--- config.mk ---
export PLATFORM = sky130hd
export DESIGN_NAME = uart_tx_serializer_flat
export DESIGN_NICKNAME = d
export VERILOG_FILES = /design/src/rtl/uart_pkg.sv /design/src/rtl/uart_tx_serializer_if.sv /design/src/rtl/uart_baud_counter.sv /design/src/rtl/uart_tx_serializer.sv /design/src/flat_wrapper.sv
export SDC_FILE = /design/constraint.sdc
export NUM_CORES = 1
export LEC_CHECK = 0
export BUFFER_PORTS_ARGS = -buffer_cell sky130_fd_sc_hd__buf_2
export CORE_AREA = 5 5 53 55
export DETAILED_ROUTE_END_ITERATION = 10
export DIE_AREA = 0 0 58 60
export PLACE_DENSITY = 0.77
export SYNTH_ARGS = -nofsm -noshare
export SYNTH_HDL_FRONTEND = slang
export SYNTH_SLANG_ARGS = --single-unit
--- constraint.sdc ---
create_clock -name clock -period 5.4 [get_ports clock]
set_clock_uncertainty 0.15 [all_clocks]
set_input_delay 0.81 -clock clock [delete_from_list [all_inputs] [get_ports clock]]
set_output_delay 0.81 -clock clock [all_outputs]
set_load 0.01 [all_outputs]
--- src/rtl/uart_pkg.sv ---
`default_nettype none
// ============================================================================
//  Module      : uart_pkg
//  Description : Shared UART types and line-level constants for the TX/RX path.
//  Revision    : 1.0 - initial release
// ============================================================================

package uart_pkg;

    // PARITY is only reachable when the serializer is built with parity enabled.
    typedef enum logic [2:0] {
        IDLE   = 3'd0,
        START  = 3'd1,
        DATA   = 3'd2,
        PARITY = 3'd3,
        STOP   = 3'd4
    } tx_state_e;

    localparam logic UART_IDLE_LEVEL  = 1'b1;
    localparam logic UART_START_LEVEL = 1'b0;

endpackage

`default_nettype wire

--- src/rtl/uart_tx_serializer_if.sv ---
`default_nettype none
// ============================================================================
//  Module      : uart_tx_serializer_if
//  Description : Fifo read port plus serial line / status of the UART transmitter.
//  Revision    : 1.0 - initial release
// ============================================================================

interface uart_tx_serializer_if #(
    parameter int DATA_BITS = 8
);
    logic                 fifo_ready_i;
    logic [DATA_BITS-1:0] fifo_data_i;
    logic                 fifo_read_o;
    logic                 tx_o;
    logic                 busy_o;

    // master: the fifo / system side; slave: the serializer.
    modport master (
        output fifo_ready_i,
        output fifo_data_i,
        input  fifo_read_o,
        input  tx_o,
        input  busy_o
    );

    modport slave (
        input  fifo_ready_i,
        input  fifo_data_i,
        output fifo_read_o,
        output tx_o,
        output busy_o
    );
endinterface

`default_nettype wire

--- src/rtl/uart_baud_counter.sv ---
`default_nettype none
// ============================================================================
//  Module      : uart_baud_counter
//  Description : Bit-period divider; bit_done pulses on the last cycle of a bit.
//  Revision    : 1.0 - initial release
// ============================================================================

module uart_baud_counter #(
    parameter int CLKS_PER_BIT = 104
) (
    input  wire logic clock,
    input  wire logic reset,
    input  wire logic clear,
    output logic      bit_done
);

    localparam int             CW   = (CLKS_PER_BIT > 1) ? $clog2(CLKS_PER_BIT) : 1;
    localparam logic [CW-1:0]  LAST = CW'(CLKS_PER_BIT - 1);

    generate
        if (CLKS_PER_BIT < 2) begin : g_param_check
            $error("uart_baud_counter: CLKS_PER_BIT must be >= 2");
        end
    endgenerate

    logic [CW-1:0] r_count;

    always_ff @(posedge clock or posedge reset) begin
        if (reset) begin
            r_count <= '0;
        end else if (clear || (r_count == LAST)) begin
            r_count <= '0;
        end else begin
            r_count <= r_count + CW'(1);
        end
    end

    // Not gated by clear: the serializer needs the pulse on the same cycle it pops.
    assign bit_done = (r_count == LAST);

endmodule

`default_nettype wire

--- src/rtl/uart_tx_serializer.sv ---
`default_nettype none
// ============================================================================
//  Module      : uart_tx_serializer
//  Description : Pops fifo words and sends them as 8N1 UART frames, LSB first.
//                Define UART_TX_PARITY_EN to insert an even-parity bit before stop.
//  Revision    : 1.0 - initial release
// ============================================================================

module uart_tx_serializer
    import uart_pkg::*;
#(
    parameter int CLKS_PER_BIT = 104,
    parameter int DATA_BITS    = 8
) (
    input  wire logic           clock,
    input  wire logic           reset,
    uart_tx_serializer_if.slave bus
);

    localparam int               BI_W     = $clog2(DATA_BITS) + 1;
    localparam logic [BI_W-1:0]  LAST_BIT = BI_W'(DATA_BITS - 1);

    tx_state_e            r_state;
    logic [DATA_BITS-1:0] r_shift;
    logic [BI_W-1:0]      r_bit_index;
    logic                 r_tx;
    logic                 r_busy;

    logic                 w_bit_done;
    logic                 w_baud_clear;
    logic                 w_pop;
    logic [DATA_BITS-1:0] w_shift_next;

`ifdef UART_TX_PARITY_EN
    logic                 r_parity;
`endif

    uart_baud_counter #(
        .CLKS_PER_BIT (CLKS_PER_BIT)
    ) u_baud (
        .clock    (clock),
        .reset    (reset),
        .clear    (w_baud_clear),
        .bit_done (w_bit_done)
    );

    // Held at zero while idle so a new frame always starts on a fresh bit period.
    assign w_baud_clear = (r_state == IDLE);

    assign w_pop = ((r_state == IDLE) || ((r_state == STOP) && w_bit_done))
                   && bus.fifo_ready_i && !reset;

    assign w_shift_next = r_shift >> 1;

    always_ff @(posedge clock or posedge reset) begin
        if (reset) begin
            r_state     <= IDLE;
            r_shift     <= '0;
            r_bit_index <= '0;
            r_tx        <= UART_IDLE_LEVEL;
            r_busy      <= 1'b0;
`ifdef UART_TX_PARITY_EN
            r_parity    <= 1'b0;
`endif
        end else begin
            case (r_state)
                IDLE: begin
                    if (w_pop) begin
                        r_state  <= START;
                        r_shift  <= bus.fifo_data_i;
                        r_tx     <= UART_START_LEVEL;
                        r_busy   <= 1'b1;
`ifdef UART_TX_PARITY_EN
                        r_parity <= ^bus.fifo_data_i;
`endif
                    end
                end

                START: begin
                    if (w_bit_done) begin
                        r_state     <= DATA;
                        r_bit_index <= '0;
                        r_tx        <= r_shift[0];
                    end
                end

                DATA: begin
                    if (w_bit_done) begin
                        r_shift <= w_shift_next;
                        if (r_bit_index == LAST_BIT) begin
`ifdef UART_TX_PARITY_EN
                            r_state <= PARITY;
                            r_tx    <= r_parity;
`else
                            r_state <= STOP;
                            r_tx    <= UART_IDLE_LEVEL;
`endif
                        end else begin
                            r_bit_index <= r_bit_index + 1'b1;
                            r_tx        <= w_shift_next[0];
                        end
                    end
                end

`ifdef UART_TX_PARITY_EN
                PARITY: begin
                    if (w_bit_done) begin
                        r_state <= STOP;
                        r_tx    <= UART_IDLE_LEVEL;
                    end
                end
`endif

                STOP: begin
                    if (w_bit_done) begin
                        // Chain straight into the next start bit when data is waiting.
                        if (w_pop) begin
                            r_state  <= START;
                            r_shift  <= bus.fifo_data_i;
                            r_tx     <= UART_START_LEVEL;
`ifdef UART_TX_PARITY_EN
                            r_parity <= ^bus.fifo_data_i;
`endif
                        end else begin
                            r_state <= IDLE;
                            r_tx    <= UART_IDLE_LEVEL;
                            r_busy  <= 1'b0;
                        end
                    end
                end

                default: begin
                    r_state <= IDLE;
                    r_tx    <= UART_IDLE_LEVEL;
                    r_busy  <= 1'b0;
                end
            endcase
        end
    end

    assign bus.fifo_read_o = w_pop;
    assign bus.tx_o        = r_tx;
    assign bus.busy_o      = r_busy;

endmodule

`default_nettype wire

--- src/flat_wrapper.sv ---
// flat-port wrapper written by rule: the top's interface ports become plain ports
module uart_tx_serializer_flat import uart_pkg::*;
#(
    parameter int CLKS_PER_BIT = 104,
    parameter int DATA_BITS    = 8
)
  (clock, reset, bus_fifo_ready_i, bus_fifo_data_i, bus_fifo_read_o, bus_tx_o, bus_busy_o);
  uart_tx_serializer_if #(.DATA_BITS(DATA_BITS)) bus_i ();
  input  wire logic clock;
  input  wire logic reset;
  input wire logic [$bits(bus_i.fifo_ready_i)-1:0] bus_fifo_ready_i;
  input wire logic [$bits(bus_i.fifo_data_i)-1:0] bus_fifo_data_i;
  output wire logic [$bits(bus_i.fifo_read_o)-1:0] bus_fifo_read_o;
  output wire logic [$bits(bus_i.tx_o)-1:0] bus_tx_o;
  output wire logic [$bits(bus_i.busy_o)-1:0] bus_busy_o;
  assign bus_i.fifo_ready_i = bus_fifo_ready_i;
  assign bus_i.fifo_data_i = bus_fifo_data_i;
  assign bus_fifo_read_o = bus_i.fifo_read_o;
  assign bus_tx_o = bus_i.tx_o;
  assign bus_busy_o = bus_i.busy_o;
  uart_tx_serializer #(.CLKS_PER_BIT(CLKS_PER_BIT), .DATA_BITS(DATA_BITS)) u_core (.clock(clock), .reset(reset), .bus(bus_i));
endmodule
# After elaboration in Yosys (flattened, before gate mapping)
# Cells that the tools add are included.
dict set report op_classes {
  magnitude_cmp 0
  bitwise_logic 1
  multipliers 0
  muxes 27
  n_shift 0
  n_addsub 2
  n_reduce_logical 15
  eq_ne 12
  n_div 0
}
# cell count
set op_table {}
lappend op_table {{2-to-1 mux 8 bit} 3}
lappend op_table {{one-hot mux 8 bit (3 select lines)} 1}
lappend op_table {{2-to-1 mux 3 bit} 5}
lappend op_table {{2-to-1 mux 4 bit} 3}
lappend op_table {{one-hot mux 3 bit (4 select lines)} 1}
lappend op_table {{AND reduction 4 bit} 3}
lappend op_table {{2-to-1 mux 1 bit} 10}
lappend op_table {{!= test 2 x 1 -> 1 bit, second input constant} 4}
lappend op_table {{one-hot mux 4 bit (2 select lines)} 1}
lappend op_table {{adder 7 x 1 -> 7 bit, second input constant} 1}
lappend op_table {{== test 7 bit, second input constant} 1}
lappend op_table {{2-to-1 mux 7 bit} 1}
lappend op_table {{!= test 2 bit, second input constant} 3}
lappend op_table {{AND reduction 5 bit} 1}
lappend op_table {{adder 4 x 1 -> 4 bit, second input constant} 1}
lappend op_table {{== test 4 x 3 -> 1 bit, second input constant} 1}
lappend op_table {{one-hot mux 1 bit (4 select lines)} 1}
lappend op_table {{== test 3 x 1 -> 1 bit, second input constant} 1}
lappend op_table {{== test 3 x 2 -> 1 bit, second input constant} 1}
lappend op_table {{== test 3 bit, second input constant} 1}
lappend op_table {{logical AND 1 bit} 3}
lappend op_table {{zero test 3 bit} 1}
lappend op_table {{one-hot mux 1 bit (3 select lines)} 1}
lappend op_table {{AND reduction 3 bit} 1}
lappend op_table {{other kinds (6)} 7}
dict set report totals {
  ram_bits 0
  latch_bits 0
  mem_count 0
  register_bits 24
  romBits 0
  out_inout_bits 3
  wordCells 63
  in_bits 11
}

# Depth between registers and ports, before layout
dict set report logic_depth {
  ltp_word 8
  ltp_mapped 7
  mapped_depth_nobuf 6
}

# Cells and area by module
# From an unflattened synthesis, not the netlist that was laid out.
dict set report unflattened {
  hier_cells 134
  area_unflattened_um2 1357.6
}
# mod cells_each seq_area_each_um2 n_inst area_per_inst_um2
set by_module_without_submodules {}
lappend by_module_without_submodules {uart_tx_serializer 100 426.7 1 1013.5}
lappend by_module_without_submodules {uart_baud_counter 34 175.2 1 344.1}

# Worst setup path after synthesis
# OpenSTA, ideal clock, no wires.
dict set report synth_timing {
  kind {reg-to-output}
  from {reg u_core.u_baud.r_count[3]}
  to {out bus_fifo_read_o}
  n_path_buf 1
  path_slack_ns 2.564
  arrival_ns 1.876
  required_time_ns 4.440
  path_stages_with_launch 5
  path_cell_list {dfrtp_1 or3b_4 or2_0 buf_6 a2111oi_0}
}
dict set report synth_via {
  elab_chain_len 5
}
# item line
set synth_lines {}
lappend synth_lines {{from (decl)} uart_baud_counter.sv:26} ;# logic [CW-1:0] r_count;
lappend synth_lines {{from (signal assigned)} uart_baud_counter.sv:34} ;# r_count <= r_count + CW'(1);
lappend synth_lines {{== test 7 bit} uart_baud_counter.sv:39} ;# assign bit_done = (r_count == LAST);
lappend synth_lines {{logical AND 1 bit} uart_tx_serializer.sv:50} ;# assign w_pop = ((r_state == IDLE) || ((r_state == STOP) && w_bit_done))
lappend synth_lines {{logical OR 1 bit} uart_tx_serializer.sv:50}
lappend synth_lines {{logical AND 1 bit (2 in series)} uart_tx_serializer.sv:51} ;# && bus.fifo_ready_i && !reset;
lappend synth_lines {{to (decl)} flat_wrapper.sv:13} ;# output wire logic [$bits(bus_i.fifo_read_o)-1:0] bus_fifo_read_o;
# Every way passes these cells.

# Worst setup path after layout
# Ends and elaborated chain as after synthesis.

==> load_flow_metrics.sql <==
INSERT INTO impl_metrics (metric_group, metric, value, unit) VALUES
('cts', 'cts_max_path_buffers', '2', ''),
('synth', 'synth_ff_type', 'sky130_fd_sc_hd__dfrtp_1', ''),
('cts', 'cts_made_buffers', '3', ''),
('synth', 'syn_nets', '150', ''),
('die', 'core.rowCount', '18', ''),
('synth', 'synthesis_stage_register_bit_count', '24', ''),
('timing', 'hold_viol_final', '0', ''),
('place', 'dp.final_hpwl', '1920', 'um'),
('finish', 'final-seq-area', '602', 'um^2'),
('die', 'die_x', '58', 'um'),
('critical_path', 'timing.critical_path.cells', 'or3b_4 -> or2_0 -> a2111oi_0 -> buf_2', ''),
('finish', 'antenna_cells', '0', ''),
('run', 'drv.max_cap_violation_count', '0', ''),
('timing', 'timing.final.crit_period', '3.14', 'ns'),
('synth', 'post_synth_cell_types', '40', ''),
('global_route', 'grt_use_total', '0.173', ''),
('die', 'ios', '14', ''),
('power', 'switching_share', '0.289', ''),
('drt', 'drt.antenna.violating_nets', '0', ''),
('die', 'start_util', '0.559', ''),
('worst_hold_path', 'hp-class', 'reg -> reg', ''),
('power', 'power-per-cell-area', '349', 'nW/um^2'),
('finish', 'final_nets', '161', ''),
('power', 'cellInternalPower', '355', 'uW'),
('finish', 'n_fill_cell', '208', ''),
('cts', 'worstSkewPairLatency', '0.32', 'ns'),
('finish', 'multi_input_comb_area', '662', 'um^2'),
('timing', 'max_freq', '0.319', 'GHz'),
('critical_path', 'timing.critical_path.arrival', '2.18', 'ns'),
('synth', 'number_of_synthesis_warnings', '0', ''),
('cts', 'cts_setup_buffers', '0', ''),
('global_route', 'largest_net_degree_at_the_start_of_global_routing', '25', ''),
('drt', 'drtIter0Drc', '18', ''),
('cts', 'post_cts_resized', '0', ''),
('global_route', 'grt_antenna_before_repair', '0', ''),
('global_route', 'grt.overflow.total', '0', ''),
('synth', 'ys_seq_area_frac', '0.459', ''),
('timing', 'unrepaired_setup_endpoints_after_global_routing', 'no', ''),
('timing', 'slew_violations', '0', ''),
('critical_path', 'path_delay_family', 'simple AND/OR/NAND/NOR gates', ''),
('timing', 'final_setup_fails', '0', ''),
('finish', 'area_delta_synth_final', '9.17', '%'),
('timing', 'totalNegativeSetupSlack', '0', 'ns'),
('place', 'place_congestion', '0.789', ''),
('die', 'fp.coreArea', '2340', 'um^2'),
('drt', 'vias', '1004', ''),
('synth', 'synth_area', '1310', 'um^2'),
('cts', 'clock_tree_from_tritoncts', 'built', ''),
('finish', 'final_cells', '177', ''),
('drt', 'detail_route.vias_per_cell', '5.67', ''),
('place', 'placement.io_buffers', '13', ''),
('drt', 'avgRoutedWirePerCell', '14.3', 'um'),
('global_route', 'grt_pass1_vias', '1063', ''),
('power', 'ir_drop', '0.287', 'mV'),
('timing', 'relSlewSlack', '0.411', ''),
('power', 'pwr-share-seq', '0.535', ''),
('power', 'p_comb_frac', '0.206', ''),
('synth', 'synth_edf_count', '0', ''),
('critical_path', 'max_stage_delay', '0.46', 'ns'),
('die', 'chipHeight', '60', 'um'),
('synth', 'synth.avg_cell_area', '9.56', 'um^2'),
('synth', 'async_flop_share', '1.00', ''),
('timing', 'tightestPinTransition', '0.883', 'ns'),
('drt', 'first_drt_pass_iteration_count', '4', ''),
('critical_path', 'cpMaxStageDelayCell', 'sky130_fd_sc_hd__dfrtp_1', ''),
('global_route', 'grt_pass1_wl', '4650', 'um'),
('critical_path', 'cp.buffers_inverters', '1', ''),
('synth', 'synthesis.instances', '137', ''),
('power', 'power.leakage', '0.582', 'nW'),
('critical_path', 'timing.critical_path.required', '4.44', 'ns'),
('critical_path', 'timing.setup.critical_path_class', 'reg -> out', ''),
('cts', 'cts.clk_slew.worst_paths', '0.14', 'ns'),
('die', 'die-area', '3480', 'um^2'),
('power', 'clock_power_share', '0.259', ''),
('cts', 'cts-root-buf', 'sky130_fd_sc_hd__clkbuf_4', ''),
('drt', 'route.final.wire_length', '2540', 'um'),
('place', 'place_inst', '173', ''),
('timing', 'layout_worst_path_cycle_share', '0.581', ''),
('cts', 'clock_tree.htree_level_count', '1', ''),
('finish', 'drive_gt1_frac', '0.170', ''),
('power', 'power.switching', '144', 'uW'),
('drt', 'route.detailed.drc', '0', ''),
('critical_path', 'critPathCaptureType', 'output port', ''),
('cts', 'holdBufCountCts', '0', ''),
('critical_path', 'crit_path_start_kind', 'register', ''),
('cts', 'clkSinkCount', '24', ''),
('critical_path', 'critPathMaxFanout', '7', ''),
('outcome', 'run_status', 'finished clean', '');
## layer usage
layer / part of all wire / wire, um / track usage
met1: 0.44 / 1130 / 0.219
met2: 0.52 / 1310 / 0.302
met3: 0.025 / 64 / 0.0238
met4: 0.013 / 32 / 0.0629
met5: 0 / 0 / 0
## Yosys cell counts, drive strengths merged (2+ instances only)
library cell / instances / area, um^2
clkbuf: 4 / 15.0
xor2: 2 / 17.5
mux2i: 7 / 70.1
o21ai: 25 / 125
nand3: 7 / 35.0
a21boi: 2 / 15.0
nor3: 3 / 20.0
dfrtp: 23 / 576
nor3b: 2 / 15.0
nor2b: 6 / 37.5
ha: 2 / 25.0
nor2: 10 / 37.5
a21oi: 6 / 30.0
inv: 3 / 11.3
nand2b: 3 / 18.8
xnor2: 3 / 26.3
buf: 3 / 20.0
or2: 4 / 25.0
nand2: 6 / 22.5
## cell families after synthesis
kind of cell,synth area share
muxes,0.0621
and+or+nand+nor,0.214
DFF,0.459
adders and majority gates,0.0191
xor gates and xnor gates,0.0334
AOI/OAI and AO/OA,0.177
buffers and inverters,0.0353
## flip-flops by register name (all words and copies together), names as in the netlist
name and count:
u_core.r_state 3, u_core.r_shift 8, u_core.r_bit_index 4, u_core.u_baud.r_count 7, u_core.bus.busy_o 1, u_core.bus.tx_o 1
## layout make-up
cell class              count  share of cell area
clock buffers               3              0.0157
clock inverters             1              0.0210
inverters                   3             0.00787
multi-input cells         103               0.463
flip-flops and latches     24               0.421
well taps                  30              0.0262
repair buffers             13              0.0455
## metrics by stage
stage                     power [mW]  hold slack [ns]  setup slack [ns]  utilization  cell area (um^2)
final                          0.499            0.318              2.26        0.611              1430
after global routing           0.535            0.360              2.11        0.611              1430
after CTS                      0.505            0.320              2.26        0.611              1430
after detailed placement       0.375            0.302              2.64        0.588              1380
after global placement         0.366            0.286              2.60        0.588              1380
after floorplan                0.344            0.273              2.56            -              1310
## power groups by stage
stage	logic, mW	clock network (mW)	registers [mW]
floorplan	0.0853	0	0.258
global placement	0.0999	0	0.266
detailed placement	0.105	0	0.271
CTS	0.105	0.133	0.267
global route	0.119	0.141	0.275
finish	0.103	0.129	0.267
## final timing paths
| path | start | to | slack [ns] | cells after the start |
|---|---|---|---|---|
| max in group asynchronous | reset | u_core.u_baud.r_count[2] | 4.05 | 2 |
| min in group asynchronous | reset | u_core.u_baud.r_count[0] | 0.51 | 2 |
| max | u_core.u_baud.r_count[3] | bus_fifo_read_o | 2.26 | 4 |
| max reg2reg | u_core.u_baud.r_count[0] | u_core.r_shift[5] | 3.13 | 6 |
| min | u_core.u_baud.r_count[0] | u_core.u_baud.r_count[0] | 0.32 | 1 |
| min reg2reg | u_core.u_baud.r_count[0] | u_core.u_baud.r_count[0] | 0.32 | 1 |
## worst register-to-register path, stage by stage, from the launching register on
cell                      delay (ns)
sky130_fd_sc_hd__dfrtp_1        0.42
sky130_fd_sc_hd__ha_1           0.24
sky130_fd_sc_hd__nand3_1        0.22
sky130_fd_sc_hd__o21ai_1        0.17
sky130_fd_sc_hd__a22oi_2        0.39
sky130_fd_sc_hd__or2_0          0.42
sky130_fd_sc_hd__o21ai_1        0.15
## cell usage in the layout (no fill, tap or decap), types with 2 or more instances in the layout
master                     count
sky130_fd_sc_hd__xor2_1        2
sky130_fd_sc_hd__clkbuf_4      3
sky130_fd_sc_hd__mux2i_1       7
sky130_fd_sc_hd__nand2b_1      3
sky130_fd_sc_hd__nor2_1       10
sky130_fd_sc_hd__a21boi_0      2
sky130_fd_sc_hd__nand3_1       7
sky130_fd_sc_hd__xnor2_1       3
sky130_fd_sc_hd__o21ai_0      15
sky130_fd_sc_hd__a21oi_1       6
sky130_fd_sc_hd__nor3b_1       2
sky130_fd_sc_hd__ha_1          2
sky130_fd_sc_hd__dfrtp_1      23
sky130_fd_sc_hd__nand2_1       6
sky130_fd_sc_hd__or2_0         2
sky130_fd_sc_hd__or2_2         2
sky130_fd_sc_hd__buf_2        13
sky130_fd_sc_hd__o21ai_1      10
sky130_fd_sc_hd__inv_1         3
sky130_fd_sc_hd__nor3_1        2
sky130_fd_sc_hd__nor2b_1       6
(Power assumes the default switching activity.)
